`src/rtl/interrupt_sequencer_pkg.sv`:
```
// Shared definitions for the interrupt sequencer.
//   - INTCON bit positions
//   - sequencer state encoding
//   - default interrupt vector address
package interrupt_sequencer_pkg;

   localparam int GIE_BIT  = 7;
   localparam int PEIE_BIT = 6;
   localparam int T0IE_BIT = 5;
   localparam int INTE_BIT = 4;
   localparam int RBIE_BIT = 3;
   localparam int T0IF_BIT = 2;
   localparam int INTF_BIT = 1;
   localparam int RBIF_BIT = 0;

   localparam logic [12:0] DEFAULT_VECTOR_ADDR = 13'h004;

   typedef enum logic [2:0] {
      ST_RUN       = 3'd0,
      ST_WAKE      = 3'd1,
      ST_ENTRY_NOP = 3'd2,
      ST_ENTRY_VEC = 3'd3,
      ST_ISR       = 3'd4
   } irq_state_e;

endpackage

```
`src/rtl/irq_source_mux.sv`:
```
// Interrupt source qualification.
// Combines enable/flag pairs from INTCON and the peripheral PIE1/PIR1 bank.
// Ports:
//   intcon_in  - INTCON register value
//   pie1_in    - peripheral interrupt enables
//   pir1_in    - peripheral interrupt flags
//   flag_any   - at least one enabled source is flagged (ignores GIE)
//   pending    - flag_any qualified by GIE
module irq_source_mux
   import interrupt_sequencer_pkg::*;
(
   input  logic [7:0] intcon_in,
   input  logic [7:0] pie1_in,
   input  logic [7:0] pir1_in,
   output logic       flag_any,
   output logic       pending
);

   logic core_src;
   logic periph_src;

   assign core_src = (intcon_in[T0IE_BIT] & intcon_in[T0IF_BIT])
                   | (intcon_in[INTE_BIT] & intcon_in[INTF_BIT])
                   | (intcon_in[RBIE_BIT] & intcon_in[RBIF_BIT]);

   assign periph_src = intcon_in[PEIE_BIT] & (|(pie1_in & pir1_in));

   assign flag_any = core_src | periph_src;
   assign pending  = intcon_in[GIE_BIT] & flag_any;

endmodule

```
`src/rtl/interrupt_sequencer.sv`:
```
// Interrupt entry/exit sequencer for the midrange core.
// Decides at instruction boundaries whether to pre-empt program flow, then
// runs the fixed entry: forced NOP cycle(s), then a vector cycle that pushes
// the return PC, loads the vector and clears GIE. Tracks the ISR until
// RETFIE and issues SLEEP wake-ups.
// Ports:
//   clk, rst          - core clock, synchronous active-high reset
//   cycle_end         - Q4 pulse of every instruction cycle
//   instr_done        - final cycle of the current instruction ends
//   instr_is_retfie   - completing instruction is RETFIE
//   sleep_active      - core is in SLEEP
//   intcon_in/pie1_in/pir1_in - interrupt register values
//   pc_in             - current PC, captured as return address
//   irq_flush, pc_hold         - held through the whole entry sequence
//   stack_push_en/data         - return address push (pulse)
//   pc_vector_en/addr          - vector load (pulse) and fixed address
//   gie_clr_en, gie_set_en     - INTCON GIE write strobes (pulses)
//   wake              - leave SLEEP (pulse)
//   in_isr            - inside the interrupt service routine
//   irq_count         - saturating count of interrupts taken
//
// state        | meaning
// ST_RUN       | normal execution, watching for entry / wake
// ST_WAKE      | reserved encoding, falls back to ST_RUN
// ST_ENTRY_NOP | forced NOP instruction cycles before the vector
// ST_ENTRY_VEC | vector cycle: push, jump and GIE clear on its cycle_end
// ST_ISR       | servicing, waiting for RETFIE (no nesting)
module interrupt_sequencer
   import interrupt_sequencer_pkg::*;
#(
   parameter logic [12:0] VECTOR_ADDR = DEFAULT_VECTOR_ADDR,
   parameter int          ENTRY_NOPS  = 1,
   parameter int          CNT_W       = 8
) (
   input  logic             clk,
   input  logic             rst,
   input  logic             cycle_end,
   input  logic             instr_done,
   input  logic             instr_is_retfie,
   input  logic             sleep_active,
   input  logic [7:0]       intcon_in,
   input  logic [7:0]       pie1_in,
   input  logic [7:0]       pir1_in,
   input  logic [12:0]      pc_in,
   output logic             irq_flush,
   output logic             pc_hold,
   output logic             stack_push_en,
   output logic [12:0]      stack_push_data,
   output logic             pc_vector_en,
   output logic [12:0]      pc_vector_addr,
   output logic             gie_clr_en,
   output logic             gie_set_en,
   output logic             wake,
   output logic             in_isr,
   output logic [CNT_W-1:0] irq_count
);

   // NOP cycle timer counts down to zero; the last NOP cycle is the one
   // whose cycle_end sees a terminal count.
   localparam logic [1:0] NOP_LOAD = 2'(ENTRY_NOPS - 1);

   irq_state_e       state, state_nxt;
   logic [1:0]       nop_cnt, nop_cnt_nxt;
   logic [12:0]      saved_pc, saved_pc_nxt;
   logic [CNT_W-1:0] cnt_nxt;

   logic flag_any;
   logic pending;
   logic take_entry;
   logic entry_pulse;
   logic set_pulse;
   logic wake_pulse;
   logic flush_c;

   irq_source_mux u_src (
      .intcon_in (intcon_in),
      .pie1_in   (pie1_in),
      .pir1_in   (pir1_in),
      .flag_any  (flag_any),
      .pending   (pending)
   );

   // A boundary entry needs a finished instruction; a sleep wake-up with
   // GIE set enters regardless, since no instruction is executing.
   assign take_entry = cycle_end & ((instr_done & pending) | (sleep_active & pending));

   always_comb begin
      state_nxt    = state;
      nop_cnt_nxt  = nop_cnt;
      saved_pc_nxt = saved_pc;
      cnt_nxt      = irq_count;
      entry_pulse  = 1'b0;
      set_pulse    = 1'b0;
      wake_pulse   = 1'b0;
      flush_c      = 1'b0;

      case (state)
         ST_RUN: begin
            if (cycle_end && sleep_active && flag_any) begin
               wake_pulse = 1'b1;
            end
            if (take_entry) begin
               saved_pc_nxt = pc_in;
               nop_cnt_nxt  = NOP_LOAD;
               state_nxt    = ST_ENTRY_NOP;
            end
         end

         ST_ENTRY_NOP: begin
            flush_c = 1'b1;
            if (cycle_end) begin
               if (nop_cnt == 2'd0) begin
                  state_nxt = ST_ENTRY_VEC;
               end else begin
                  nop_cnt_nxt = nop_cnt - 2'd1;
               end
            end
         end

         ST_ENTRY_VEC: begin
            flush_c = 1'b1;
            if (cycle_end) begin
               entry_pulse = 1'b1;
               cnt_nxt     = (&irq_count) ? irq_count : irq_count + CNT_W'(1);
               state_nxt   = ST_ISR;
            end
         end

         ST_ISR: begin
            if (cycle_end && instr_done && instr_is_retfie) begin
               set_pulse = 1'b1;
               state_nxt = ST_RUN;
            end
         end

         default: begin
            state_nxt = ST_RUN;
         end
      endcase
   end

   always_ff @(posedge clk) begin
      if (rst) begin
         state     <= ST_RUN;
         nop_cnt   <= 2'd0;
         saved_pc  <= 13'd0;
         irq_count <= '0;
      end else begin
         state     <= state_nxt;
         nop_cnt   <= nop_cnt_nxt;
         saved_pc  <= saved_pc_nxt;
         irq_count <= cnt_nxt;
      end
   end

   // Strobes are masked by rst so a reset landing on a cycle_end never
   // leaves a partial push, vector load or GIE write behind.
   assign stack_push_en   = entry_pulse & ~rst;
   assign pc_vector_en    = entry_pulse & ~rst;
   assign gie_clr_en      = entry_pulse & ~rst;
   assign gie_set_en      = set_pulse & ~rst;
   assign wake            = wake_pulse & ~rst;
   assign stack_push_data = saved_pc;
   assign pc_vector_addr  = VECTOR_ADDR;
   assign irq_flush       = flush_c;
   assign pc_hold         = flush_c;
   assign in_isr          = (state == ST_ISR);

endmodule

```
`config.mk`:
```
export PLATFORM = sky130hd
export DESIGN_NAME = interrupt_sequencer
export DESIGN_NICKNAME = d
export VERILOG_FILES = /design/src/rtl/interrupt_sequencer_pkg.sv /design/src/rtl/irq_source_mux.sv /design/src/rtl/interrupt_sequencer.sv
export SDC_FILE = /design/constraint.sdc
export NUM_CORES = 1
export LEC_CHECK = 0
export ABC_AREA = 1
export CAP_MARGIN = 20
export CORE_MARGIN = 4
export CORE_UTILIZATION = 39
export CTS_BUF_LIST = sky130_fd_sc_hd__clkbuf_8
export DETAILED_ROUTE_END_ITERATION = 10
export PLACE_DENSITY_LB_ADDON = 0.2
export SYNTH_ARGS = -nofsm -noshare
export SYNTH_HDL_FRONTEND = slang
export SYNTH_HIERARCHICAL = 1
export SYNTH_SLANG_ARGS = --single-unit
```
`constraint.sdc`:
```
create_clock -name clk -period 1.6 [get_ports clk]
set_input_delay 0.16 -clock clk [delete_from_list [all_inputs] [get_ports clk]]
set_output_delay 0.16 -clock clk [all_outputs]
set_load 0.02 [all_outputs]
```
==> results.md <==
- Max capacitance violation total: 0
- Crit path cell chain: clkdlybuf4s50_1 -> buf_4 -> nand3_1 -> nor3_1 -> dlygate4sd1_1
- Worst hold path type: in2reg
- Core Area: 3660 µm²
- Detail-routed via count per cell: 4.34
- Worst path bufs/invs: 3
- Mean Syn Cell Area: 6.56 µm²
- Max Root-Sink Buffers: 2
- Critical Path End Type: output port
- Fin nets: 353
- #FFs+latches synth: 26
- Post-route ant nets: 0
- Netlist Area Pre-Place: 1470 µm²
- Comb power frac: 0.399
- Post-route minimum period: 1.52 ns
- Max Transition Viols Final: 0
- Per-cell routed wire length: 9.99 µm
- Starting density of the core: 0.402
- RSZ-0062 raised after global routing: false
- Worst hold path depth: 3
- Clk root buf: clkbuf_8
- Leakage dissipation: between 0.001 and 0.0015 µW
- Crit Path Max Fanout: 3
- Commonest non-fill, non-tap cells in the layout: clkdlybuf4s50_1, nand2_1, nor2_1, dfxtp_1, inv_1
- CP Depth: 5
- Clk network pwr share: 0.191
- Arrival @ worst endpoint: 1.36 ns
- Vias: approximately 1500
- Required time of the critical path: 1.44 ns
- Total CTS buffers: 3
- Crit path kind: in2out
- Drt pass-1 iters: 4
- Yosys top cell area share: 0.354
- DRC viols: 0
- Sink Count: 26
- Fin crit share: 0.948
- Layout area overhead: 57.4%
- Layout cell share with drive strength beyond 1: 0.144
- R2r startpoint: irq_count[1]$_SDFFE_PP0P_
- Global-route wire length before repair: 6.02 mm
- Commonest non-fill, non-tap cell in the layout: clkdlybuf4s50_1
- Hold path start: pc_in[1]
- Place WS: -0.335 ns
- Setup slack, reg-to-reg: between 0.15 and 0.2 ns
- Ys Warns: 6
- Final HPWL DP: 2.80 mm
- Sequential-to-total area share from yosys stat: 0.354
- Antenna Cells: 0
- Final hold vios: 0
- Die ar.: 4820 µm²
- Max Freq: 660 MHz
- Slowest cell on the critical path: clkdlybuf4s50_1
- Clock slew seen by the registers of the worst setup and hold paths: 0.08 ns
- Flop pwr share: 0.410
- CP startpoint: cycle_end
- CTS tree: yes
- Synth Instances: 224
- Drt total wl: 3.54 mm
- Final core occ: 0.632
- Clock Skew: 0.00471 ns
- Peak VDD IR: 0.646 mV
- Switching share of total power: 0.337
- DR iter-0 viols: 73
- Switching Power: 628 µW
- IO Count: 85
- Final GP Congestion: between 0.7 and 0.8
- # port buffers: 71
- Critical Path Source Type: input port
- Die width: 69.4 µm
- CTS Hold Bufs: 0
- Core Rows: 22
- Largest net degree at the start of global routing: 19
- Overall Global Routing Usage: 0.146
- Top area cells in the synthesized netlist: dfxtp_1, nand2_1, nor2_1, buf_4, o21ai_0
- Initial antenna violation count: 0
- P_int: ~1200 µW
- Crit path max-delay family: buffers and inverters
- H-tree Lvls: 1
- Worst Setup Slack, final: 0.0838 ns
- Worst skew pair latency: 0.26 ns
- R2r worst-path depth: 9
- Post-synth cell types: 24
- Status: finished, final reports clean
- Die Height: 69.4 µm
- Setup violators final: 0
- Grt ovf: 0
- PD cells: 805 nW/µm²
- Synth area leader: dfxtp_1
- Vias in the first global route: 1485
- CP peak stage delay: 0.48 ns
[worst min-delay path, stage by stage]
cell	delay (ns)
clkdlybuf4s50_1	0.39
nor2_1	0.10
nor2_1	0.05
[synthesized netlist by cell type]
cell,number
a21oi_2,1
nand3_1,10
nor3_2,1
dfxtp_1,26
conb_1,2
buf_6,1
clkbuf_1,1
nor2_2,2
buf_4,17
nor2_4,1
buf_2,1
a21oi_1,10
nor3_4,1
o21ai_0,15
xor2_1,4
inv_2,5
nor3_1,3
nand2_1,56
inv_1,16
ha_1,2
or2_0,1
nand2_2,2
xnor2_1,1
nor2_1,45
[worst paths after layout]
kind / to
min reg2reg: nop_cnt[0]$_SDFFE_PP0P_
max reg2reg: irq_count[0]$_SDFFE_PP0P_
min: stack_push_data[1]$_SDFFE_PP0P_
max: gie_set_en
[sequential cells by signal, indices dropped and copies added (netlist names)]
| register | cells |
|---|---|
| nop_cnt | 2 |
| stack_push_data | 13 |
| state | 3 |
| irq_count | 8 |
[layer usage]
| layer | global-route usage | up-vias | routed length, µm |
|---|---|---|---|
| met3 | 0.0435 | 0 | 206 |
| met5 | 0 | - | 0 |
| met4 | 0.0195 | 0 | 0 |
| met2 | 0.271 | 36 | 1830 |
| met1 | 0.166 | 668 | 1500 |
| li1 | - | 832 | - |
[power groups by stage]
stage                     clock, µW  combinational [µW]  sequential [µW]
after floorplan                   0                 412              819
after global placement            0                 750              773
after detailed placement          0                 752              774
after CTS                       379                 743              761
after global routing            398                 844              774
final                           355                 744              764
[final cells by class]
cell class | count | area [µm²]
sequential | 26 | 524
timing repair buffer | 88 | 830
multi-input combinational | 168 | 776
tap | 48 | 60.1
clock buffer | 3 | 41.3
fill | 353 | 1350
inverter | 21 | 83.8
[per-stage QoR]
stage | instances | TNS (ns) | power [µW] | hold WS [ns] | instance area (µm²)
final | 354 | 0 | 1860 | 0.475 | 2310
after floorplan | 235 | 0 | 1230 | 0.295 | 1510
after global placement | 351 | -3.98 | 1520 | 0.455 | 2260
after detailed placement | 351 | -4.44 | 1530 | 0.464 | 2260
after CTS | 354 | 0 | 1880 | 0.468 | 2300
after global routing | 354 | 0 | 2020 | 0.483 | 2310
[kinds of logic after synthesis]
logic type | share of synthesized area
flops | 0.354
other cells | 0.00511
simple gates | 0.349
xor+xnor | 0.0298
compound gates | 0.0911
buf+inv | 0.154
fa+ha+maj | 0.0170
[repair_timing]
| action | CTS | global route |
|---|---|---|
| setup buffers | 0 | 0 |
| cloned | 0 | 1 |
| gates resized for setup | 18 | 22 |
| pin swaps | 0 | 14 |
| endpoints found under the setup margin | 8 | 22 |
No activity file was read; power rests on OpenSTA's default activity.
